==> src/rtl/lenet_pkg.sv <==
// rtl/lenet_pkg.sv - shared LeNet constants and L4 streamer FSM encoding
package lenet_pkg;

  typedef enum logic [1:0] {
    S_IDLE  = 2'd0,
    S_READ  = 2'd1,
    S_DRAIN = 2'd2,
    S_DONE  = 2'd3
  } stream_state_t;

  localparam int L4_BANK_WORDS  = 200;
  localparam int L4_TOTAL_WORDS = 2 * L4_BANK_WORDS;

endpackage

==> src/rtl/l4_feature_streamer_if.sv <==
// rtl/l4_feature_streamer_if.sv - flattened feature stream towards the FC layer
interface l4_feature_streamer_if #(
  parameter int DATA_WIDTH = 12
) ();

  logic [DATA_WIDTH-1:0] out_data;
  logic                  out_valid;
  logic                  out_ready;
  logic                  out_last;

  modport master (output out_data, output out_valid, output out_last, input out_ready);
  modport slave  (input out_data, input out_valid, input out_last, output out_ready);

endinterface

==> src/rtl/stream_fifo.sv <==
// rtl/stream_fifo.sv - synchronous FIFO with show-ahead head word and occupancy count
module stream_fifo #(
  parameter int WIDTH = 13,
  parameter int DEPTH = 4
) (
  input  logic                         clk,
  input  logic                         rst,
  input  logic                         push,
  input  logic [WIDTH-1:0]             push_data,
  input  logic                         pop,
  output logic [WIDTH-1:0]             pop_data,
  output logic                         full,
  output logic                         empty,
  output logic [$clog2(DEPTH+1)-1:0]   count
);

  localparam int AW = (DEPTH > 1) ? $clog2(DEPTH) : 1;
  localparam int CW = $clog2(DEPTH + 1);

  logic [WIDTH-1:0] mem [DEPTH];
  logic [AW-1:0]    wr_ptr;
  logic [AW-1:0]    rd_ptr;
  logic             do_push;
  logic             do_pop;

  function automatic logic [AW-1:0] next_ptr(input logic [AW-1:0] p);
    return (p == AW'(DEPTH - 1)) ? '0 : p + 1'b1;
  endfunction

  assign do_push  = push && !full;
  assign do_pop   = pop && !empty;
  assign full     = (count == CW'(DEPTH));
  assign empty    = (count == '0);
  assign pop_data = mem[rd_ptr];

  always_ff @(posedge clk) begin
    if (do_push) mem[wr_ptr] <= push_data;
  end

  always_ff @(posedge clk or posedge rst) begin
    if (rst) begin
      wr_ptr <= '0;
      rd_ptr <= '0;
      count  <= '0;
    end else begin
      if (do_push) wr_ptr <= next_ptr(wr_ptr);
      if (do_pop)  rd_ptr <= next_ptr(rd_ptr);
      case ({do_push, do_pop})
        2'b10:   count <= count + 1'b1;
        2'b01:   count <= count - 1'b1;
        default: count <= count;
      endcase
    end
  end

endmodule

==> src/rtl/l4_feature_streamer.sv <==
// rtl/l4_feature_streamer.sv - streams both L4 pooled-map banks as one flat word stream
// Optional L4_STREAM_RELU_EN: zero negative words at the FIFO output.
module l4_feature_streamer
  import lenet_pkg::*;
#(
  parameter int DATA_WIDTH    = 12,
  parameter int MAP_WORDS     = 25,
  parameter int MAPS_PER_BANK = 8,
  parameter int RD_LAT        = 2
) (
  input  logic                  clk,
  input  logic                  rst,
  input  logic                  start,
  output logic                  busy,
  output logic                  done,
  output logic [7:0]            L4_output_read_addr,
  output logic                  L4_output_rd_en,
  input  logic [DATA_WIDTH-1:0] L4_output_read_data1,
  input  logic [DATA_WIDTH-1:0] L4_output_read_data2,
  l4_feature_streamer_if.master stream
);

  localparam int BANK_SIZE  = MAPS_PER_BANK * MAP_WORDS;
  localparam int FIFO_DEPTH = RD_LAT + 2;
  localparam int CW         = $clog2(FIFO_DEPTH + 1);
  localparam int IW         = $clog2(RD_LAT + 1);

  stream_state_t         state;
  logic [7:0]            addr;
  logic                  pass;
  logic [RD_LAT-1:0]     vld_pipe;
  logic [RD_LAT-1:0]     sel_pipe;
  logic [RD_LAT-1:0]     last_pipe;
  logic [IW-1:0]         inflight;
  logic [CW-1:0]         fifo_count;
  logic                  fifo_full;
  logic                  fifo_empty;
  logic [DATA_WIDTH:0]   fifo_wdata;
  logic [DATA_WIDTH:0]   fifo_rdata;
  logic [DATA_WIDTH-1:0] head;
  logic                  credit_ok;
  logic                  rd_en;
  logic                  final_read;
  logic                  beat;

  // Every issued read owns a FIFO slot until its word is consumed.
  assign credit_ok  = !fifo_full && ((int'(fifo_count) + int'(inflight)) < FIFO_DEPTH);
  assign rd_en      = (state == S_READ) && credit_ok;
  assign final_read = rd_en && pass && (addr == 8'(BANK_SIZE - 1));
  assign beat       = stream.out_valid && stream.out_ready;

  assign L4_output_read_addr = addr;
  assign L4_output_rd_en     = rd_en;

  assign fifo_wdata = {last_pipe[RD_LAT-1],
                       sel_pipe[RD_LAT-1] ? L4_output_read_data2 : L4_output_read_data1};
  assign head       = fifo_rdata[DATA_WIDTH-1:0];

  assign stream.out_valid = !fifo_empty;
  assign stream.out_last  = !fifo_empty && fifo_rdata[DATA_WIDTH];
`ifdef L4_STREAM_RELU_EN
  assign stream.out_data  = (fifo_empty || head[DATA_WIDTH-1]) ? '0 : head;
`else
  assign stream.out_data  = fifo_empty ? '0 : head;
`endif

  always_ff @(posedge clk or posedge rst) begin
    if (rst) begin
      state <= S_IDLE;
      addr  <= '0;
      pass  <= 1'b0;
      busy  <= 1'b0;
      done  <= 1'b0;
    end else begin
      case (state)
        S_IDLE: begin
          if (start) begin
            state <= S_READ;
            busy  <= 1'b1;
          end
        end
        S_READ: begin
          if (rd_en) begin
            if (addr == 8'(BANK_SIZE - 1)) begin
              addr <= '0;
              pass <= ~pass;
              if (pass) state <= S_DRAIN;
            end else begin
              addr <= addr + 8'd1;
            end
          end
        end
        S_DRAIN: begin
          if (beat && stream.out_last) begin
            state <= S_DONE;
            done  <= 1'b1;
          end
        end
        S_DONE: begin
          state <= S_IDLE;
          done  <= 1'b0;
          busy  <= 1'b0;
        end
        default: state <= S_IDLE;
      endcase
    end
  end

  // Read tags travel alongside the memory latency so capture needs no address compare.
  always_ff @(posedge clk or posedge rst) begin
    if (rst) begin
      vld_pipe  <= '0;
      sel_pipe  <= '0;
      last_pipe <= '0;
      inflight  <= '0;
    end else begin
      vld_pipe[0]  <= rd_en;
      sel_pipe[0]  <= pass;
      last_pipe[0] <= final_read;
      for (int i = 1; i < RD_LAT; i++) begin
        vld_pipe[i]  <= vld_pipe[i-1];
        sel_pipe[i]  <= sel_pipe[i-1];
        last_pipe[i] <= last_pipe[i-1];
      end
      case ({rd_en, vld_pipe[RD_LAT-1]})
        2'b10:   inflight <= inflight + 1'b1;
        2'b01:   inflight <= inflight - 1'b1;
        default: inflight <= inflight;
      endcase
    end
  end

  stream_fifo #(
    .WIDTH (DATA_WIDTH + 1),
    .DEPTH (FIFO_DEPTH)
  ) u_fifo (
    .clk       (clk),
    .rst       (rst),
    .push      (vld_pipe[RD_LAT-1]),
    .push_data (fifo_wdata),
    .pop       (beat),
    .pop_data  (fifo_rdata),
    .full      (fifo_full),
    .empty     (fifo_empty),
    .count     (fifo_count)
  );

endmodule
==> src/flat_wrapper.sv <==
// flat-port wrapper written by rule: the top's interface ports become plain ports
module l4_feature_streamer_flat import lenet_pkg::*;
#(
  parameter int DATA_WIDTH    = 12,
  parameter int MAP_WORDS     = 25,
  parameter int MAPS_PER_BANK = 8,
  parameter int RD_LAT        = 2
)
  (clk, rst, start, busy, done, L4_output_read_addr, L4_output_rd_en, L4_output_read_data1, L4_output_read_data2, stream_out_data, stream_out_valid, stream_out_last, stream_out_ready);
  l4_feature_streamer_if #(.DATA_WIDTH(DATA_WIDTH)) stream_i ();
  input  logic clk;
  input  logic rst;
  input  logic start;
  output logic busy;
  output logic done;
  output logic [7:0] L4_output_read_addr;
  output logic L4_output_rd_en;
  input  logic [DATA_WIDTH-1:0] L4_output_read_data1;
  input  logic [DATA_WIDTH-1:0] L4_output_read_data2;
  output wire logic [$bits(stream_i.out_data)-1:0] stream_out_data;
  output wire logic [$bits(stream_i.out_valid)-1:0] stream_out_valid;
  output wire logic [$bits(stream_i.out_last)-1:0] stream_out_last;
  input wire logic [$bits(stream_i.out_ready)-1:0] stream_out_ready;
  assign stream_out_data = stream_i.out_data;
  assign stream_out_valid = stream_i.out_valid;
  assign stream_out_last = stream_i.out_last;
  assign stream_i.out_ready = stream_out_ready;
  l4_feature_streamer #(.DATA_WIDTH(DATA_WIDTH), .MAP_WORDS(MAP_WORDS), .MAPS_PER_BANK(MAPS_PER_BANK), .RD_LAT(RD_LAT)) u_core (.clk(clk), .rst(rst), .start(start), .busy(busy), .done(done), .L4_output_read_addr(L4_output_read_addr), .L4_output_rd_en(L4_output_rd_en), .L4_output_read_data1(L4_output_read_data1), .L4_output_read_data2(L4_output_read_data2), .stream(stream_i));
endmodule
==> config.mk <==
export PLATFORM = sky130hd
export DESIGN_NAME = l4_feature_streamer_flat
export DESIGN_NICKNAME = d
export VERILOG_FILES = /design/src/rtl/lenet_pkg.sv /design/src/rtl/l4_feature_streamer_if.sv /design/src/rtl/stream_fifo.sv /design/src/rtl/l4_feature_streamer.sv /design/src/flat_wrapper.sv
export SDC_FILE = /design/constraint.sdc
export NUM_CORES = 1
export LEC_CHECK = 0
export ABC_AREA = 1
export CAP_MARGIN = 30
export CORE_MARGIN = 4
export CORE_UTILIZATION = 45
export DETAILED_ROUTE_END_ITERATION = 8
export PLACE_DENSITY_LB_ADDON = 0.12
export SKIP_LAST_GASP = 1
export SYNTH_ARGS = -nofsm -noshare
export SYNTH_HDL_FRONTEND = slang
export SYNTH_SLANG_ARGS = --single-unit
==> constraint.sdc <==
create_clock -name clk -period 3.9 [get_ports clk]
set_input_delay 0.585 -clock clk [delete_from_list [all_inputs] [get_ports clk]]
set_output_delay 0.585 -clock clk [all_outputs]
set_load 0.01 [all_outputs]
## Word level (Yosys, flattened, before mapping)

Memory sizes are Yosys's and may differ from the RTL's.
Index checks and enable logic that the tools add are counted.

- Shift operators: 0
- Bitwise operators: 1
- $mul: 0
- Multiplexer cells: 19
- Reduce and logical (&&, ||, !) cells: 22
- Order comparisons: 1
- Divide/modulo/power cells: 0
- Add/sub/neg operators: 8
- Eq/ne operators: 16

Operators with widths:

| operator | number |
|---|---|
| $lt A32 B4 Y1 const B | 1 |
| $mux W12 | 2 |
| $mux W2 | 7 |
| $eq A2 B2 Y1 const B | 6 |
| $logic_and A1 B1 Y1 | 9 |
| $add A8 B1 Y8 const B | 1 |
| $eq A8 B8 Y1 const B | 1 |
| $mux W8 | 1 |
| $pmux W2 S4 | 1 |
| $reduce_bool A2 Y1 | 4 |
| $add A2 B1 Y2 const B | 3 |
| $eq A2 B1 Y1 const B | 3 |
| $ne A2 B1 Y1 const B | 3 |
| $pmux W3 S2 | 1 |
| $reduce_and A2 Y1 | 3 |
| $reduce_and A5 Y1 | 1 |
| $add A3 B2 Y4 | 1 |
| $mux W1 | 4 |
| $ne A2 B2 Y1 const B | 2 |
| $pmux W1 S2 | 2 |
| $pmux W2 S2 | 1 |
| $add A3 B1 Y3 const B | 1 |
| $eq A3 B3 Y1 const B | 1 |
| $logic_not A3 Y1 | 1 |
| 6 further kinds | 7 |

- RAM bits: 52
- Output and inout port bits: 25
- Latch bits: 0
- Register bits after elaboration: 28
- Memory bits (read-only): 0
- Logic and storage cells: 80
- Memories kept: 1

Memories:

| name | depth | width | read ports | clocked after Yosys merged registers in | wr ports | line | source |
|---|---|---|---|---|---|---|---|
| u_core.u_fifo.mem | 4 | 13 | 1 | 0 | 1 | stream_fifo.sv:20 | `logic [WIDTH-1:0] mem [DEPTH];` |

## Longest topological paths before layout

Gate-level depths: netlist of the first run.

- Word-level depth: 6
- Depth in mapped cells: 10

## Modules after synthesis

A second synthesis of the first run with hierarchy kept.

- Cells, all modules: 376
- Area, all modules: 3968.8 sq um

By module, submodules not included:

| module | times used | cells an instance | area an instance (sq um) | sequential area each (sq um) |
|---|---|---|---|---|
| stream_fifo | 1 | 213 | 2635.0 | 1736.7 |
| l4_feature_streamer | 1 | 163 | 1333.8 | 525.5 |

## Least setup slack after synthesis of the first run

OpenSTA, ideal clock, no wires.

- Kind: register to register
- From: register u_core.u_fifo.count[1]
- To: memory u_core.u_fifo.mem[0][0], enable pin
- Path slack: 2.003 ns
- Buffers on the path: 0
- Cell stages (with the launch flop): 5
- Data arrival time: 1.514 ns
- Data required time: 3.518 ns
- Library setup time: 0.382 ns
- Clock period less this slack: 1.897 ns
- Cells stage by stage: dfrtp_1 -> inv_1 -> a31oi_1 -> inv_1 -> nor2_1

- Longest elaborated chain between the ends: 5

RTL lines:

| element | line | source |
|---|---|---|
| start, declared | stream_fifo.sv:14 | `output logic [$clog2(DEPTH+1)-1:0] count` |
| start signal, assigned | stream_fifo.sv:49 | `2'b10: count <= count + 1'b1;` |
| start signal, assigned | stream_fifo.sv:50 | `2'b01: count <= count - 1'b1;` |
| start signal, assigned | stream_fifo.sv:51 | `default: count <= count;` |
| $eq A3 B3 Y1 | stream_fifo.sv:32 | `assign full = (count == CW'(DEPTH));` |
| $logic_not A1 Y1 | stream_fifo.sv:30 | `assign do_push = push && !full;` |
| $logic_and A1 B1 Y1 | stream_fifo.sv:30 |  |
| $mux W1 | stream_fifo.sv:37 | `if (do_push) mem[wr_ptr] <= push_data;` |
| $mux W1 (implied by the code) | stream_fifo.sv:37 |  |
| end, declared | stream_fifo.sv:20 |  |

Every way passes these cells.

## Worst setup path after layout of the first run

- From: register u_core.u_fifo.rd_ptr[1]
- To: output stream_out_data[11]

- Longest elaborated chain between the ends: 2

RTL lines:

| element | line | source |
|---|---|---|
| start, declared | stream_fifo.sv:22 | `logic [AW-1:0] rd_ptr;` |
| start signal, assigned | stream_fifo.sv:47 | `if (do_pop) rd_ptr <= next_ptr(rd_ptr);` |
| $mem_v2 Z4 W13 | -- |  |
| $mux W12 | l4_feature_streamer.sv:64 | `assign stream.out_data = fifo_empty ? '0 : head;` |
| end, declared | flat_wrapper.sv:20 | `output wire logic [$bits(stream_i.out_data)-1:0] stream_out_data;` |

Every way passes these cells.

==> results by group, run 1 <==
Final layout
  – Final Cell Area: 0.00450 mm²
  – Max FFs per register: 52
  – Multi-input logic area: about 0.0012 mm²
  – Fill cells: 664
  – Top reg by flops: u_core.u_fifo.mem
  – Layout cells sized above 1: 0.117
  – ANT cells: 0
  – Register Area: 0.00226 mm²
  – Layout area overhead: 23.3%
  – Final #Nets: approximately 440

Clocking
  – Worst-Skew Late Latency: between 300 and 400 ps
  – Clk buf depth: 2
  – CTS root buf: clkbuf_8
  – Post-cts resize count: 0
  – Postcts setup bufs: 0
  – Htree depth: 3
  – Hold Buf Count CTS: 0
  – Inserted Clock Buffers: 9
  – Clock sinks: 80
  – Clock transition at path regs: 90 ps
  – CTS tree: done

STA
  – Min cycle time layout: roughly 3000 ps
  – Unrepaired setup endpoints after global routing: false
  – F_max: between 0.3 and 0.4 GHz
  – Worst-Margin Slew: approximately 750 ps
  – Worst rel slew slack: 0.498
  – Final worst slack: ~900 ps
  – Final hold viol count: 0
  – Final Setup Violations: 0
  – Tcrit/Tclk final: 0.773
  – Setup TNS: 0 ps
  – Post-Route Skew: 8.55 ps
  – Max-slew violation count: 0

Synthesis
  – Mean Syn Cell Area: around 11 µm²
  – Cell count after synthesis: 337
  – Mapped cell area: 0.00365 mm²
  – Syn Nets: between 300 and 400
  – Register area share after synthesis: 0.620
  – Synth top area cells: edfxtp_1 (43%), dfrtp_1 (19%), nor2_1 (6.6%)
  – Synth top area share: 0.428
  – Dominant cell type by area after synthesis: edfxtp_1
  – Yosys reg bits: 80
  – Distinct cells, synth: 26
  – YS warnings: 0

Global routing
  – Met3 Resource Use GR: 0.0286
  – Most used routing layer: met2
  – First-pass GRT wire length: approximately 12,000 µm
  – Remaining Overflow, GRT: 0
  – Vias in the first global route: approximately 2,400
  – Pin count of the biggest net entering global routing: 28
  – Met2 Track Usage GR: 0.227
  – Met1 layer usage reported by global route: 0.222
  – Antenna violations before repair: 0
  – GRT Total Usage: 0.153

Worst setup path
  – Worst setup path class: flip-flop to output port
  – Worst r2r src: u_core.u_fifo.count[1]
  – Worst EP required: between 3000 and 4000 ps
  – Worst reg2reg path depth: 5
  – CP Capture Type: output port
  – Max Fanout on Critical Path: 15
  – Arrival @ worst endpoint: about 2400 ps
  – Worst reg2reg endpoint: u_core.u_fifo.mem[3][8]
  – Critical Path Start Type: flip-flop
  – R2R setup slack: between 1500 and 2000 ps

Drt
  – Drt drc: 0
  – Final WL: about 7000 µm
  – Antenna Violating Nets Remaining: 0
  – Starting DRT DRC Count: 170
  – Drt wl/cell: about 14 µm
  – Via-to-Cell Ratio: around 4.9
  – Via count: between 2,000 and 2,500
  – Drt pass-1 iters: 4

Worst hold path
  – Hold Path Depth: 0
  – WHS Endpoint: u_core.sel_pipe[1]
  – Hold WC Path Type: flip-flop to flip-flop
  – Hold wc startpoint: u_core.sel_pipe[0]

Flow run
  – MaxCap Viol Count: 0

Placement
  – Dpl hpwl: approximately 4700 µm
  – Final GP Congestion: 0.753
  – Place WS: about 1300 ps
  – Placement Cell Area: between 0.004 and 0.005 mm²
  – PortBufs: between 50 and 60

Floorplanning
  – I/O pin cnt: 53
  – Die Wd: about 98 µm
  – Die area: 0.00961 mm²
  – Die Y: between 90 and 100 µm
  – Cell Rows: 32
  – Initial Utilization: 0.467
  – Core area: 0.00781 mm²

Pwr
  – Leakage: between 1.5 and 2 nW
  – Pwr dens: 657 mW/mm²
  – Peak supply drop: approximately 350 µV

Outcome
  – Outcome: finished, final reports clean
[stage by stage]
stage | total power, mW | instances | util | hold slack, ps
floorplan | 1.94 | 337 | - | 331
global placement | 2.42 | 487 | 0.550 | 333
detailed placement | 2.44 | 488 | 0.553 | 335
CTS | 2.99 | 504 | 0.576 | 359
global route | 3.19 | 504 | 0.576 | 365
finish | 2.96 | 504 | 0.576 | 358
[worst max-delay path by stage]
stage | from | endpoint | depth (start not counted)
after global placement | u_core.u_fifo.rd_ptr[1] | stream_out_data[11] | 5
final | u_core.u_fifo.rd_ptr[1] | stream_out_data[11] | 5
after detailed placement | u_core.u_fifo.rd_ptr[1] | stream_out_data[11] | 5
after CTS | u_core.u_fifo.rd_ptr[1] | stream_out_data[11] | 5
after floorplan | u_core.u_fifo.count[1] | u_core.u_fifo.mem[0][0] | 4
after global routing | u_core.u_fifo.rd_ptr[1] | stream_out_data[11] | 5
[report_power, final]
group          internal (mW)  leakage [nW]  switching, mW
registers               1.05         0.839          0.138
clock network          0.235        0.0822          0.313
logic                  0.567         0.858          0.650
[cells in the mapped netlist, drive strengths merged]
library cell	instances
a31oi	3
mux2	12
inv	38
nand2	39
nor3	3
nand3	12
dfrtp	28
xor2	2
xnor2	5
a21oi	15
nand4	1
o21a	1
o21ai	34
nor2	69
clkbuf	4
ha	13
buf	5
edfxtp	52
fa	1
[worst max-delay path: stages (launching register included)]
cell	delay, ps
dfrtp_1	670
inv_1	390
nor2_1	170
o21ai_0	90
a21oi_1	200
clkdlybuf4s50_1	570
[routing by layer]
layer / routed length [µm] / vias up
li1: - / 1240
met1: 3400 / 1158
met2: 3250 / 51
met3: 262 / 10
met4: 96 / 0
met5: 0 / -
[cell type report]
type                       count  share of cell area
clock buffer                   9              0.0275
clock inverter                 7              0.0120
inverter                      38              0.0323
multi-input combinational    210               0.267
sequential                    80               0.503
tap                          102              0.0284
timing repair buffer          58               0.130
[logic make-up (layout without fill, tap and decap cells)]
kind of cell | after synthesis | count (layout) | synth area share
mux | 12 | 12 | 0.0370
flops | 80 | 80 | 0.620
compound gates | 53 | 53 | 0.0744
xor+xnor | 7 | 7 | 0.0168
fa+ha+maj | 14 | 14 | 0.0501
simple gates | 124 | 124 | 0.151
buf+inv | 47 | 112 | 0.0508
[placed cells by master (no fill, tap or decap), types with 2 or more instances in the layout]
master	count
buf_4	5
nor3_4	2
clkinvlp_4	3
nor2_1	64
xor2_1	2
nor2_2	3
clkdlybuf4s50_1	52
inv_1	35
nand2_1	37
clkbuf_8	9
mux2_2	12
xnor2_1	5
nor2_4	2
a31oi_1	3
dfrtp_1	28
inv_6	2
edfxtp_1	52
nand3_1	11
o21ai_0	34
ha_1	13
a21oi_1	15
inv_2	2
nand2_2	2
Power figures use the tool's default switching activity.
==> run 2, diff against run 1 <==
==> constraint.sdc (replaced) <==
create_clock -name clk -period 2.7 [get_ports clk]
set_input_delay 0.405 -clock clk [delete_from_list [all_inputs] [get_ports clk]]
set_output_delay 0.405 -clock clk [all_outputs]
set_load 0.01 [all_outputs]
==> run 2 against run 1 <==
Net effect:
- hold slack got worse by 0.63 ps
- clock-buffer cell count unchanged
- global-route usage increased by 0.13 points
- critical path type unchanged
- combinational power increased by 51%
- die area unchanged
==> results by group, run 2 (synthesis gave the netlist of run 1 again) <==
Drt
  – Via count: 2,488 (+1.2%)
  – Via-to-Cell Ratio: 4.88 (about the same)
  – Starting DRT DRC Count: 138 (-19%)
  – Drt pass-1 iters: 6 (+2)
  – Drt drc: 0 (unchanged)
  – Drt wl/cell: 14.0 µm (+0.91%)
  – Final WL: 7160 µm (+2.1%)
  – Antenna Violating Nets Remaining: 0 (unchanged)

STA
  – Tcrit/Tclk final: 0.930
  – Setup TNS: 0 ps (unchanged)
  – Final worst slack: 190 ps (-698 ps)
  – Worst rel slew slack: 0.581 (+0.0831)
  – F_max: around 0.4 GHz
  – Max-slew violation count: 0 (unchanged)
  – Worst-Margin Slew: 628 ps (-122 ps)
  – Final hold viol count: 0 (unchanged)
  – Unrepaired setup endpoints after global routing: false
  – Min cycle time layout: 2510 ps
  – Final Setup Violations: 0 (unchanged)
  – Post-Route Skew: 16.4 ps (+7.81 ps)

Clocking
  – Clock sinks: 80 (unchanged)
  – CTS root buf: clkbuf_8
  – Hold Buf Count CTS: 0 (unchanged)
  – Clk buf depth: 2 (unchanged)
  – Clock transition at path regs: 90 ps (about the same)
  – Htree depth: 3 (unchanged)
  – CTS tree: done
  – Inserted Clock Buffers: 9 (unchanged)
  – Worst-Skew Late Latency: 350 ps (about the same)

Pwr
  – Pwr dens: 979 mW/mm² (+49%)
  – Switch Pwr: 1.64 mW (+49%)
  – Reg power frac: 0.379 (-0.024)
  – Leakage: 1.83 nW (+2.7%)
  – Sw frac: 0.368 (-0.00482)
  – Clock power frac: 0.209 (+0.023)
  – Internal cell power: 2.82 mW (+52%)
  – Logic pwr share: 0.412 (about the same)
  – Peak supply drop: 439 µV (+25%)

Final layout
  – Max FFs per register: 52 (unchanged)
  – Top reg by flops: u_core.u_fifo.mem
  – Final #Nets: 445 (+1.4%)
  – Fill cells: 665 (+0.15%)
  – Final Non-Filler Cells: 510 (+1.2%)
  – Commonest non-fill, non-tap cells in the layout: nor2_1 (64), clkdlybuf4s50_1 (52), edfxtp_1 (52), nand2_1 (37), inv_1 (35)
  – ANT cells: 0 (unchanged)
  – Commonest non-fill, non-tap cell in the layout: nor2_1
  – Layout cells sized above 1: 0.132 (+0.0154)
  – Core Util, Final: 0.583 (+0.00737)
  – Layout area overhead: 24.9%

Placement
  – Dpl hpwl: 5010 µm (+5.6%)
  – Inst Count DP: 494 (+1.2%)
  – PortBufs: 52 (unchanged)
  – Place WS: 468 ps (-813 ps)
  – Final GP Congestion: 0.787 (+4.6%)

Worst hold path
  – Hold wc startpoint: u_core.sel_pipe[0]
  – WHS Endpoint: u_core.sel_pipe[1]
  – Hold Path Depth: 0 (unchanged)
  – Hold WC Path Type: flip-flop to flip-flop

Outcome
  – Outcome: finished, final reports clean

Floorplanning
  – Cell Rows: 32 (unchanged)
  – Initial Utilization: 0.467 (unchanged)
  – Die area: 0.00961 mm² (unchanged)
  – I/O pin cnt: 53 (unchanged)
  – Die Wd: 98.0 µm (unchanged)
  – Die Y: 98.0 µm (unchanged)
  – Core area: 0.00781 mm² (unchanged)

Global routing
  – Antenna violations before repair: 0 (unchanged)
  – Remaining Overflow, GRT: 0 (unchanged)
  – Pin count of the biggest net entering global routing: 29 (+3.6%)
  – Vias in the first global route: 2,429 (+2.7%)
  – First-pass GRT wire length: 11,800 µm (+2.2%)
  – GRT Total Usage: 0.154 (+0.00127)

Worst setup path
  – Worst reg2reg endpoint: u_core.u_fifo.mem[0][4]
  – CP Capture Type: output port
  – Worst reg2reg path depth: 5 (unchanged)
  – Max Fanout on Critical Path: 10 (-5)
  – Worst-path cell chain: nor3_4 -> buf_4 -> a21oi_1 -> clkdlybuf4s50_1
  – Critical Path Start Type: flip-flop
  – CP Launch Point: u_core.u_fifo.count[2]
  – Worst EP required: 2300 ps (-1010 ps)
  – Arrival @ worst endpoint: 2110 ps (-320 ps)
  – Worst r2r src: u_core.u_fifo.count[1]
  – Worst path top cell family by delay: buffers and inverters
  – Worst Path Buf+Inv: 2 (unchanged)
  – Slowest CP cell: nor3_4
  – Max incr delay on CP: 510 ps (-160 ps)
  – Worst setup path class: flip-flop to output port
  – R2R setup slack: 620 ps (-1030 ps)

Flow run
  – MaxCap Viol Count: 0 (unchanged)
## run 2: cell count changes in the layout (fill, tap and decap cells not counted), sizes merged
cell / delta
clkinv: -1
clkinvlp: -3
buf: +6
inv: +3
bufinv: +1
## run 2: how the worst max path moves through the flow
stage | slack, ps | to | cells past startpoint
5_1_grt | 20 | stream_out_data[4] | 4
4_1_cts | 110 | stream_out_last | 5
3_3_place_gp | 510 | u_core.u_fifo.count[2] | 9
3_5_place_dp | 470 | u_core.u_fifo.count[2] | 9
2_1_floorplan | 800 | u_core.u_fifo.mem[0][0] | 4
6_report | 190 | stream_out_data[4] | 4
## run 2: per-layer routing
metal	GRT usage	share of wire	vias to the layer above
met5	0	0	-
met3	0.0400	0.037	4
met4	0.0383	0.0060	0
met2	0.243	0.47	35
met1	0.215	0.49	1193
li1	-	-	1256
## run 2: worst register-to-register path, delay by kind of cell, from the launching register on
| family | cells | cell delay, ps |
|---|---|---|
| flops | 1 | 450 |
| buf+inv | 3 | 570 |
| simple gates | 1 | 380 |
| compound gates | 1 | 390 |
## run 2: power by group through the flow
stage	registers (mW)	logic (mW)	clock network, mW
finish	1.69	1.84	0.933
global route	1.72	2.07	1.01
CTS	1.69	1.87	0.946
detailed placement	1.72	1.86	0
global placement	1.71	1.83	0
floorplan	1.69	1.12	0
## run 2: final cells by class
class                      instances  area [µm²]  area share
clock inverter                     7        85.1      0.0187
clock buffer                       9         124      0.0272
timing repair buffer              64         611       0.134
tap                              102         128      0.0280
inverter                          38         145      0.0319
multi-input combinational        210        1200       0.263
sequential                        80        2260       0.497
## run 2: through the flow
stage | total power [mW] | instance area [µm²] | hold slack, ps
floorplan | 2.81 | 3650 | 331
global placement | 3.54 | 4350 | 333
detailed placement | 3.57 | 4350 | 336
CTS | 4.50 | 4550 | 357
global route | 4.79 | 4560 | 359
finish | 4.46 | 4560 | 357
## run 2: repair_timing
item / 4_1_cts / 5_1_grt
setup buffers: 0 / 0
gates resized for setup: 0 / 1
setup endpoints to repair: 0 / 8
==> run 3, diff against run 2 <==
--- a/config.mk
+++ b/config.mk
@@ -10,8 +10,10 @@
 export CORE_MARGIN = 4
 export CORE_UTILIZATION = 45
 export DETAILED_ROUTE_END_ITERATION = 8
+export GPL_TIMING_DRIVEN = 0
 export PLACE_DENSITY_LB_ADDON = 0.12
 export SKIP_LAST_GASP = 1
 export SYNTH_ARGS = -nofsm -noshare
 export SYNTH_HDL_FRONTEND = slang
 export SYNTH_SLANG_ARGS = --single-unit
+export TNS_END_PERCENT = 20
==> run 3 against run 2 <==
Net effect:
- setup slack lost 59 ps
- combinational power grew 4%
- sequential cell count is the same
- critical endpoint is now stream_out_data[0]
- sequential share of layout area shrank 0.49 points
- first-iteration DRC count shrank 13%
- global-route usage grew 0.32 points
==> results by group, run 3 (synthesis gave the netlist of run 1 again) <==
Drt
  – Antenna Violating Nets Remaining: 0 (unchanged)
  – Final WL: 7310 µm (+2.1%)
  – Via-to-Cell Ratio: 4.84 (-0.79%)
  – Drt pass-1 iters: 4 (-2)
  – Drt drc: 0 (unchanged)
  – Via count: 2,478 (-0.40%)
  – Drt wl/cell: 14.3 µm (+1.7%)
  – Starting DRT DRC Count: 120 (-13%)

Pwr
  – Total power: 4.56 mW (+2.1%)
  – Pwr dens: 990 mW/mm² (+1.1%)
  – Internal cell power: 2.93 mW (+3.7%)
  – Reg power frac: 0.370 (-0.009)
  – Leakage: 1.83 nW (+0.36%)
  – Peak supply drop: 488 µV (+11%)
  – Clock power frac: 0.209 (about the same)
  – Logic pwr share: 0.421 (+0.009)
  – Sw frac: 0.358 (-0.00979)
  – Switch Pwr: 1.63 mW (-0.59%)

Worst setup path
  – Arrival @ worst endpoint: 2160 ps (+50 ps)
  – Worst EP required: 2300 ps (about the same)
  – Worst-path cell chain: nor3_4 -> buf_2 -> a21oi_1 -> clkdlybuf4s50_1
  – CP Capture Type: output port
  – Critical Path Start Type: flip-flop
  – Worst Path Buf+Inv: 2 (unchanged)
  – Worst reg2reg path depth: 5 (unchanged)
  – Slowest CP cell: clkdlybuf4s50_1
  – Worst setup path class: flip-flop to output port
  – Worst reg2reg endpoint: u_core.u_fifo.mem[3][9]
  – Worst path top cell family by delay: buffers and inverters
  – Worst r2r src: u_core.u_fifo.count[1]
  – Max Fanout on Critical Path: 10 (unchanged)
  – R2R setup slack: 510 ps (-110 ps)
  – Max incr delay on CP: 490 ps (-20 ps)

Floorplanning
  – Die area: 0.00961 mm² (unchanged)
  – Initial Utilization: 0.467 (unchanged)
  – Die Y: 98.0 µm (unchanged)
  – I/O pin cnt: 53 (unchanged)
  – Core area: 0.00781 mm² (unchanged)
  – Die Wd: 98.0 µm (unchanged)
  – Cell Rows: 32 (unchanged)

Clocking
  – Clock transition at path regs: 80 ps (about the same)
  – Worst-Skew Late Latency: 340 ps (about the same)
  – Clock sinks: 80 (unchanged)
  – Clk buf depth: 2 (unchanged)
  – CTS root buf: clkbuf_8
  – Hold Buf Count CTS: 0 (unchanged)
  – Htree depth: 3 (unchanged)
  – Postcts setup bufs: 0 (unchanged)
  – CTS tree: done
  – Inserted Clock Buffers: 9 (unchanged)

STA
  – Final Setup Violations: 0 (unchanged)
  – F_max: 0.389 GHz (-2.3%)
  – Unrepaired setup endpoints after global routing: false
  – Tcrit/Tclk final: 0.952 (+0.0217)
  – Min cycle time layout: 2570 ps (+58.7 ps)
  – Worst rel slew slack: 0.546 (-0.0355)
  – Setup TNS: 0 ps (unchanged)
  – Final hold viol count: 0 (unchanged)
  – Post-Route Skew: 9.54 ps (-6.82 ps)
  – Max-slew violation count: 0 (unchanged)
  – Worst-Margin Slew: 679 ps (+50.8 ps)

Final layout
  – Max FFs per register: 52 (unchanged)
  – Commonest non-fill, non-tap cell in the layout: nor2_1
  – Final Non-Filler Cells: 512 (+0.39%)
  – Commonest non-fill, non-tap cells in the layout: nor2_1 (64), clkdlybuf4s50_1 (52), edfxtp_1 (52), nand2_1 (37), inv_1 (35)
  – Layout cells sized above 1: 0.134 (+0.00179)
  – ANT cells: 0 (unchanged)
  – Layout area overhead: 26.1%
  – Top reg by flops: u_core.u_fifo.mem
  – Final #Nets: 447 (+0.45%)

Flow run
  – MaxCap Viol Count: 0 (unchanged)

Placement
  – Inst Count DP: 496 (+0.40%)
  – Dpl hpwl: 5200 µm (+3.8%)
  – PortBufs: 52 (unchanged)
  – Final GP Congestion: 0.781 (-0.72%)

Global routing
  – Pin count of the biggest net entering global routing: 25 (-14%)
  – GRT Total Usage: 0.158 (+0.00325)
  – First-pass GRT wire length: 12,000 µm (+1.2%)
  – Remaining Overflow, GRT: 0 (unchanged)
  – Antenna violations before repair: 0 (unchanged)
  – Vias in the first global route: 2,372 (-2.3%)

Outcome
  – Outcome: finished, final reports clean

Worst hold path
  – Hold WC Path Type: input port to asynchronous set/reset pin
run 3: changes by cell type in the layout (fill, tap and decap cells not counted), sizes merged:
cell	change
inv	-4
clkbuf	+3
clkinvlp	+2
bufinv	+1
run 3: repair_timing:
| action | CTS | global route |
|---|---|---|
| gates cloned | 0 | 0 |
| pin swaps | 0 | 0 |
| endpoints found under the setup margin | 12 | 12 |
| gates resized for setup | 2 | 18 |
| endpoints found under the hold margin | 0 | 0 |
run 3: power groups by stage:
stage               clock, mW  sequential [mW]  combinational (mW)
finish                  0.953             1.69                1.92
global route             1.04             1.71                2.15
CTS                     0.976             1.68                1.90
detailed placement          0             1.71                1.89
global placement            0             1.70                1.84
floorplan                   0             1.69                1.12
run 3: worst max-delay path by stage:
stage | startpoint | slack (ps) | depth (start not counted) | end
after floorplan | u_core.u_fifo.count[1] | 800 | 4 | u_core.u_fifo.mem[0][0]
after global placement | u_core.u_fifo.count[1] | 180 | 4 | u_core.u_fifo.mem[1][10]
after detailed placement | u_core.u_fifo.rd_ptr[0] | 190 | 6 | stream_out_data[3]
after CTS | u_core.u_fifo.rd_ptr[0] | 0.02 | 6 | stream_out_data[11]
after global routing | u_core.u_fifo.rd_ptr[0] | 10 | 7 | stream_out_data[8]
final | u_core.u_fifo.count[2] | 130 | 4 | stream_out_data[0]
run 3: final cells by class:
cell class	instances	area, µm²
inverter	38	148
fill	640	3210
sequential	80	2260
clock buffer	10	128
buffer	9	60.1
tap	102	128
multi-input combinational	210	1200
timing repair buffer	57	578
clock inverter	6	92.6
run 3: per-stage QoR:
stage	cell area, µm²	hold slack (ps)	util	setup WS, ps
floorplan	3650	331	-	803
global placement	4300	335	0.550	181
detailed placement	4350	339	0.558	190
CTS	4580	268	0.586	0.0229
global route	4600	280	0.589	12.8
finish	4600	269	0.589	131
run 3: metal layers:
metal	track usage	wire length [µm]
met3	0.0314	338
met5	0	0
met2	0.241	3360
met4	0.0532	97
met1	0.226	3520
